--- config.mk ---
export PLATFORM = sky130hd
export DESIGN_NAME = hazard_ctrl
export DESIGN_NICKNAME = d
export VERILOG_FILES = /design/src/rtl/hazard_ctrl.sv
export SDC_FILE = /design/constraint.sdc
export NUM_CORES = 1
export LEC_CHECK = 0
export BUFFER_PORTS_ARGS = -buffer_cell sky130_fd_sc_hd__buf_4
export CORE_UTILIZATION = 53
export DETAILED_ROUTE_END_ITERATION = 12
export MAX_ROUTING_LAYER = met4
export PLACE_DENSITY = 0.8
export SLEW_MARGIN = 10
export SYNTH_ARGS = -nofsm -noshare
export SYNTH_HDL_FRONTEND = slang
export SYNTH_SLANG_ARGS = --single-unit
--- constraint.sdc ---
create_clock -name clk -period 2.63 [get_ports clk]
set_input_delay 0.263 -clock clk [delete_from_list [all_inputs] [get_ports clk]]
set_output_delay 0.263 -clock clk [all_outputs]
set_load 0.05 [all_outputs]
--- src/rtl/hazard_ctrl.sv ---
// hazard_ctrl
// Pipeline hazard and halt controller for a 5-stage in-order core.
// It tracks the destination/flags of the instructions now in EX and MEM,
// stalls fetch/decode on load-use and branch-operand hazards, flushes
// IF/ID on taken branches, and freezes/drains the pipeline on a halt
// request.
//
// Ports:
//   clk, rstN                 clock, asynchronous active-low reset
//   rs1ID, rs2ID              source register indices of the ID instruction
//   useRs1ID, useRs2ID        ID instruction actually reads rs1 / rs2
//   rdID                      destination index of the ID instruction
//   regWriteID, memReadID     ID instruction writes rd / is a load
//   branchID                  ID instruction consumes its operands in ID
//   takeBranch                branch resolved taken in ID this cycle
//   haltReq                   level request to freeze fetch and drain
//   pcWrite, ifIdWrite        PC and IF/ID register enables
//   flush                     clear IF/ID at the next edge
//   idExBubble                load a NOP into ID/EX at the next edge
//   haltAck                   pipeline is frozen and empty
//   stallCount, flushCount    saturating event counters
module hazard_ctrl #(
  parameter int REG_SIZE  = 5,
  parameter int CNT_WIDTH = 16
) (
  input  logic                 clk,
  input  logic                 rstN,
  input  logic [REG_SIZE-1:0]  rs1ID,
  input  logic [REG_SIZE-1:0]  rs2ID,
  input  logic                 useRs1ID,
  input  logic                 useRs2ID,
  input  logic [REG_SIZE-1:0]  rdID,
  input  logic                 regWriteID,
  input  logic                 memReadID,
  input  logic                 branchID,
  input  logic                 takeBranch,
  input  logic                 haltReq,
  output logic                 pcWrite,
  output logic                 ifIdWrite,
  output logic                 flush,
  output logic                 idExBubble,
  output logic                 haltAck,
  output logic [CNT_WIDTH-1:0] stallCount,
  output logic [CNT_WIDTH-1:0] flushCount
);

  typedef enum logic [1:0] {RUN, STALL, DRAIN, HALTED} stateT;

  localparam logic [CNT_WIDTH-1:0] CNT_ONE = CNT_WIDTH'(1);

  stateT               state;
  stateT               nextState;
  logic [REG_SIZE-1:0] exRd;
  logic [REG_SIZE-1:0] memRd;
  logic                exRegWrite;
  logic                exMemRead;
  logic                memRegWrite;
  logic                memMemRead;
  logic                exUsed;
  logic                memUsed;
  logic                loadUse;
  logic                branchHaz;
  logic                hazard;
  logic                flagsClear;
  logic                stallEvt;
  logic                flushEvt;

  // Register x0 is hard-wired, so a destination of 0 never creates a
  // dependency even if the ID instruction names it as a source.
  assign exUsed  = (exRd != '0) &&
                   ((useRs1ID && (rs1ID == exRd)) || (useRs2ID && (rs2ID == exRd)));
  assign memUsed = (memRd != '0) &&
                   ((useRs1ID && (rs1ID == memRd)) || (useRs2ID && (rs2ID == memRd)));

  // A load result is not forwardable to EX until it leaves MEM; a branch
  // resolves in ID, so it also waits for ALU results in EX and loads in MEM.
  assign loadUse    = exMemRead && exUsed;
  assign branchHaz  = branchID && ((exRegWrite && exUsed) || (memMemRead && memUsed));
  assign hazard     = loadUse || branchHaz;
  assign flagsClear = !(exRegWrite || exMemRead || memRegWrite || memMemRead);

  // Next-state and output decode. STALL behaves like RUN once the hazard
  // clears (the branch is re-evaluated then), except that a halt request
  // seen on that cycle waits until we are back in RUN. Reset overrides the
  // outputs immediately, independent of the ID inputs.
  always_comb begin
    nextState  = state;
    pcWrite    = 1'b1;
    ifIdWrite  = 1'b1;
    idExBubble = 1'b0;
    flush      = 1'b0;
    haltAck    = 1'b0;
    stallEvt   = 1'b0;
    flushEvt   = 1'b0;
    case (state)
      RUN, STALL: begin
        if (hazard) begin
          pcWrite    = 1'b0;
          ifIdWrite  = 1'b0;
          idExBubble = 1'b1;
          stallEvt   = 1'b1;
          nextState  = STALL;
        end else begin
          if (takeBranch) begin
            flush    = 1'b1;
            flushEvt = 1'b1;
          end
          nextState = ((state == RUN) && haltReq) ? DRAIN : RUN;
        end
      end
      DRAIN: begin
        pcWrite    = 1'b0;
        ifIdWrite  = 1'b0;
        idExBubble = 1'b1;
        if (!haltReq) begin
          nextState = RUN;
        end else if (flagsClear) begin
          nextState = HALTED;
        end
      end
      HALTED: begin
        pcWrite    = 1'b0;
        ifIdWrite  = 1'b0;
        idExBubble = 1'b1;
        haltAck    = haltReq;
        if (!haltReq) begin
          nextState = RUN;
        end
      end
      default: nextState = RUN;
    endcase
    if (!rstN) begin
      pcWrite    = 1'b1;
      ifIdWrite  = 1'b1;
      idExBubble = 1'b0;
      flush      = 1'b0;
      haltAck    = 1'b0;
      stallEvt   = 1'b0;
      flushEvt   = 1'b0;
    end
  end

  // State register.
  always_ff @(posedge clk or negedge rstN) begin
    if (!rstN) begin
      state <= RUN;
    end else begin
      state <= nextState;
    end
  end

  // Shadow copies of the EX and MEM stage control fields. A bubble (stall
  // or freeze) inserts an all-zero instruction into EX.
  always_ff @(posedge clk or negedge rstN) begin
    if (!rstN) begin
      exRd        <= '0;
      exRegWrite  <= 1'b0;
      exMemRead   <= 1'b0;
      memRd       <= '0;
      memRegWrite <= 1'b0;
      memMemRead  <= 1'b0;
    end else begin
      memRd       <= exRd;
      memRegWrite <= exRegWrite;
      memMemRead  <= exMemRead;
      if (idExBubble) begin
        exRd       <= '0;
        exRegWrite <= 1'b0;
        exMemRead  <= 1'b0;
      end else begin
        exRd       <= rdID;
        exRegWrite <= regWriteID;
        exMemRead  <= memReadID;
      end
    end
  end

  // Event counters stick at all-ones instead of wrapping.
  always_ff @(posedge clk or negedge rstN) begin
    if (!rstN) begin
      stallCount <= '0;
      flushCount <= '0;
    end else begin
      if (stallEvt && (stallCount != '1)) begin
        stallCount <= stallCount + CNT_ONE;
      end
      if (flushEvt && (flushCount != '1)) begin
        flushCount <= flushCount + CNT_ONE;
      end
    end
  end

endmodule

==> impl_metrics.json <==
{
  "cp-end-kind": "output port",
  "drv_cap": 0,
  "grt_pass1_wl_microns": 8100,
  "io_pins": 61,
  "path_max_fanout": 14,
  "area_growth_pct": 26.25,
  "clkLatencyLatePin_ns": 0.30,
  "antenna_found_initial": 0,
  "grt_use_met1_pct": 28.82,
  "overflow": 0,
  "r2r_slack_ns": 0.26,
  "synth-edff-count": 0,
  "yosysWarningCount": 0,
  "crit_path_cell_trace": "xor2_1, nor4_1, a32oi_1, o32ai_4, buf_6, nor2_1, buf_4",
  "ys_ff_latch": 48,
  "grt_start_max_net_pins": 38,
  "drc": 0,
  "period_minus_slack_ns": 2.508,
  "cts_tree": "yes",
  "cts_buffer_depth": 2,
  "slowest_stage": "dfrtp_1",
  "setup_viol": 0,
  "fin_cells": 334,
  "met3_usage_pct": 4.506,
  "synthFlopType": "dfrtp_1",
  "layout_setup_ws_ns": 0.1216,
  "cts_max_level": 2,
  "final_area_sq_um": 3039,
  "syn_inst": 216,
  "gp_congestion": 0.8180,
  "die_w_microns": 69.40,
  "tightestPinTransition_ns": 0.4611,
  "rsz0062_at_grt": "false",
  "synthArstFlopShare_pct": 100.0,
  "antenna_cells": 0,
  "cp_data_required_time_ns": 2.37,
  "ant_nets": 0,
  "placed_cells": 324,
  "first_iter_violations": 116,
  "root_buffer": "clkbuf_8",
  "initial_core_util_pct": 55.29,
  "fillCellCount": 354,
  "synth_top_cells_by_area": "dfrtp_1 50%, xor2_1 9.8%, xnor2_1 7.6%",
  "setup_tns_ns": 0,
  "crit_arrival_ns": 2.25,
  "cellLeakagePower_nw": 1.414,
  "critPathKind": "register to output port",
  "power_density_nw_per_um2": 650.8,
  "postPlaceCellArea_sq_um": 2904,
  "numCtsBuffers": 5,
  "wire_per_inst_microns": 14.72,
  "crit_start": "exRd[4]",
  "yosysSeqAreaShare_pct": 49.90,
  "nNetsFinal": 307,
  "reg2reg_to": "stallCount[1]",
  "crit_path_end": "flush",
  "finalCritPeriodShare_pct": 95.38,
  "critPathMaxStageDelay_ns": 0.44,
  "outcome": "finished clean",
  "vias": 1823,
  "reg2reg_depth": 8,
  "slew_violations": 0,
  "r2r_start": "exRd[4]",
  "drive_above_1_share_pct": 29.43,
  "die_y_microns": 69.40,
  "grt.total_usage_pct": 21.70,
  "syn_nets": 242,
  "synth_cell_types": 38,
  "max_freq_mhz": 398.7,
  "relSlewSlack_pct": 69.26,
  "dr.pass1.iters": 4,
  "path_clk_slew_ns": 0.08,
  "pre_cts_ws_ns": 0.3014,
  "vias_per_cell": 5.458,
  "wl_microns": 4917,
  "ys_top_cells_by_count": "48 x dfrtp_1, 27 x xor2_1, 21 x xnor2_1",
  "synth_area_leader_cell": "dfrtp_1",
  "busiest_layer": "met2",
  "synthesis.area_sq_um": 2407,
  "dp.final_hpwl_microns": 3529,
  "clock-sinks": 48,
  "fin_skew_ns": 0.009306,
  "p_total_mw": 1.978,
  "core_sq_um": 4354,
  "hold_viol": 0,
  "startpoint_type": "register",
  "grt_pass1_vias": 1767,
  "hold_class": "input port to register",
  "die_area_sq_um": 4816,
  "portBuffers": 60,
  "post-synth-top-count-cell": "dfrtp_1",
  "grtUsageMet2_pct": 33.76,
  "syn_area_per_cell_sq_um": 11.14,
  "synth_top_area_share_pct": 49.90,
  "ir_drop_v": 0.0008169,
  "fp-row-count": 24
}
==> metrics by stage <==
| step | utilization, % | hold slack, ns |
|---|---|---|
| CTS | 69.40 | 0.1739 |
| floorplan | - | -0.03259 |
| global placement | 66.70 | 0.1320 |
| finish | 69.80 | 0.1772 |
| global route | 69.80 | 0.1718 |
| detailed placement | 66.70 | 0.1373 |
==> cell families after synthesis <==
kind of cell | share of synthesized area [%]
AO/OA/AOI/OAI | 4.366
XOR/XNOR | 17.46
adder cells (fa/ha/maj) | 1.039
buffers and inverters | 2.391
flip-flops | 49.90
multiplexers | 1.871
AND/OR/NAND/NOR | 22.97
==> report_power, final <==
group          total [mW]  switching [mW]  internal [mW]
logic               0.531           0.345          0.186
registers           0.925           0.114          0.811
clock network       0.521           0.239          0.282
==> worst min-delay path by stage <==
stage / start / end / slack [ns] / cells after the start
after floorplan: rstN / exMemRead / -0.03 / 0
after global placement: rstN / stallCount[0] / 0.13 / 1
after detailed placement: rstN / stallCount[1] / 0.14 / 1
after CTS: rdID[4] / exRd[4] / 0.17 / 2
after global routing: haltReq / state[1] / 0.17 / 2
final: rdID[4] / exRd[4] / 0.18 / 2
==> flip-flops by register name (all words and copies together) (netlist names) <==
name,count
memMemRead,1
state,2
flushCount,16
exRd,5
exRegWrite,1
stallCount,16
exMemRead,1
memRd,5
memRegWrite,1
==> area by class of cell <==
| cell class | count | area [sq um] | area share, % |
|---|---|---|---|
| timing repair buffer | 66 | 501.7 | 16.51 |
| sequential | 48 | 1201 | 39.52 |
| inverter | 2 | 7.507 | 0.2470 |
| tap | 52 | 65.06 | 2.141 |
| clock buffer | 6 | 72.57 | 2.388 |
| multi-input combinational | 158 | 1156 | 38.04 |
| clock inverter | 2 | 35.03 | 1.153 |
==> metal layers <==
metal  vias up  share of wire, %
li1        889                 -
met5         -                 0
met4         0               1.1
met3         8               4.9
met2        45                48
met1       881                46
==> placed cells by master, fill, tap and decap left out, types with 2 or more instances in the layout <==
cell / synthesis / final
buf_4: 1 / 64
nor2_1: 7 / 7
nor2b_1: 9 / 9
nand4b_1: 2 / 2
clkbuf_8: 0 / 5
nand3_1: 12 / 12
and4_1: 2 / 2
and2_1: 3 / 3
and3_1: 10 / 10
mux2_1: 2 / 2
inv_1: 2 / 2
nand2_1: 11 / 11
nor3_1: 7 / 7
a21oi_1: 2 / 2
ha_1: 2 / 2
nor4_1: 7 / 7
a32oi_1: 2 / 2
nand4_1: 10 / 10
nor4_2: 4 / 4
dfrtp_1: 48 / 48
nand2b_1: 2 / 2
xnor2_1: 21 / 21
xor2_1: 27 / 27
mux2_2: 2 / 2
or4_1: 3 / 3
==> worst max-delay path: cells and delay by family, from the launching register on <==
family | cells | cell delay [ns]
compound gates | 2 | 0.54
flops | 1 | 0.44
buf+inv | 2 | 0.42
simple gates | 2 | 0.37
xor+xnor | 1 | 0.18
==> what timing repair did <==
| action | CTS | global route |
|---|---|---|
| resized for setup | 0 | 2 |
| setup endpoints to repair | 0 | 4 |
| setup buffers | 0 | 1 |
| hold buffers | 1 | 0 |
| hold endpoints to repair | 13 | 0 |
(Power assumes the default switching activity.)
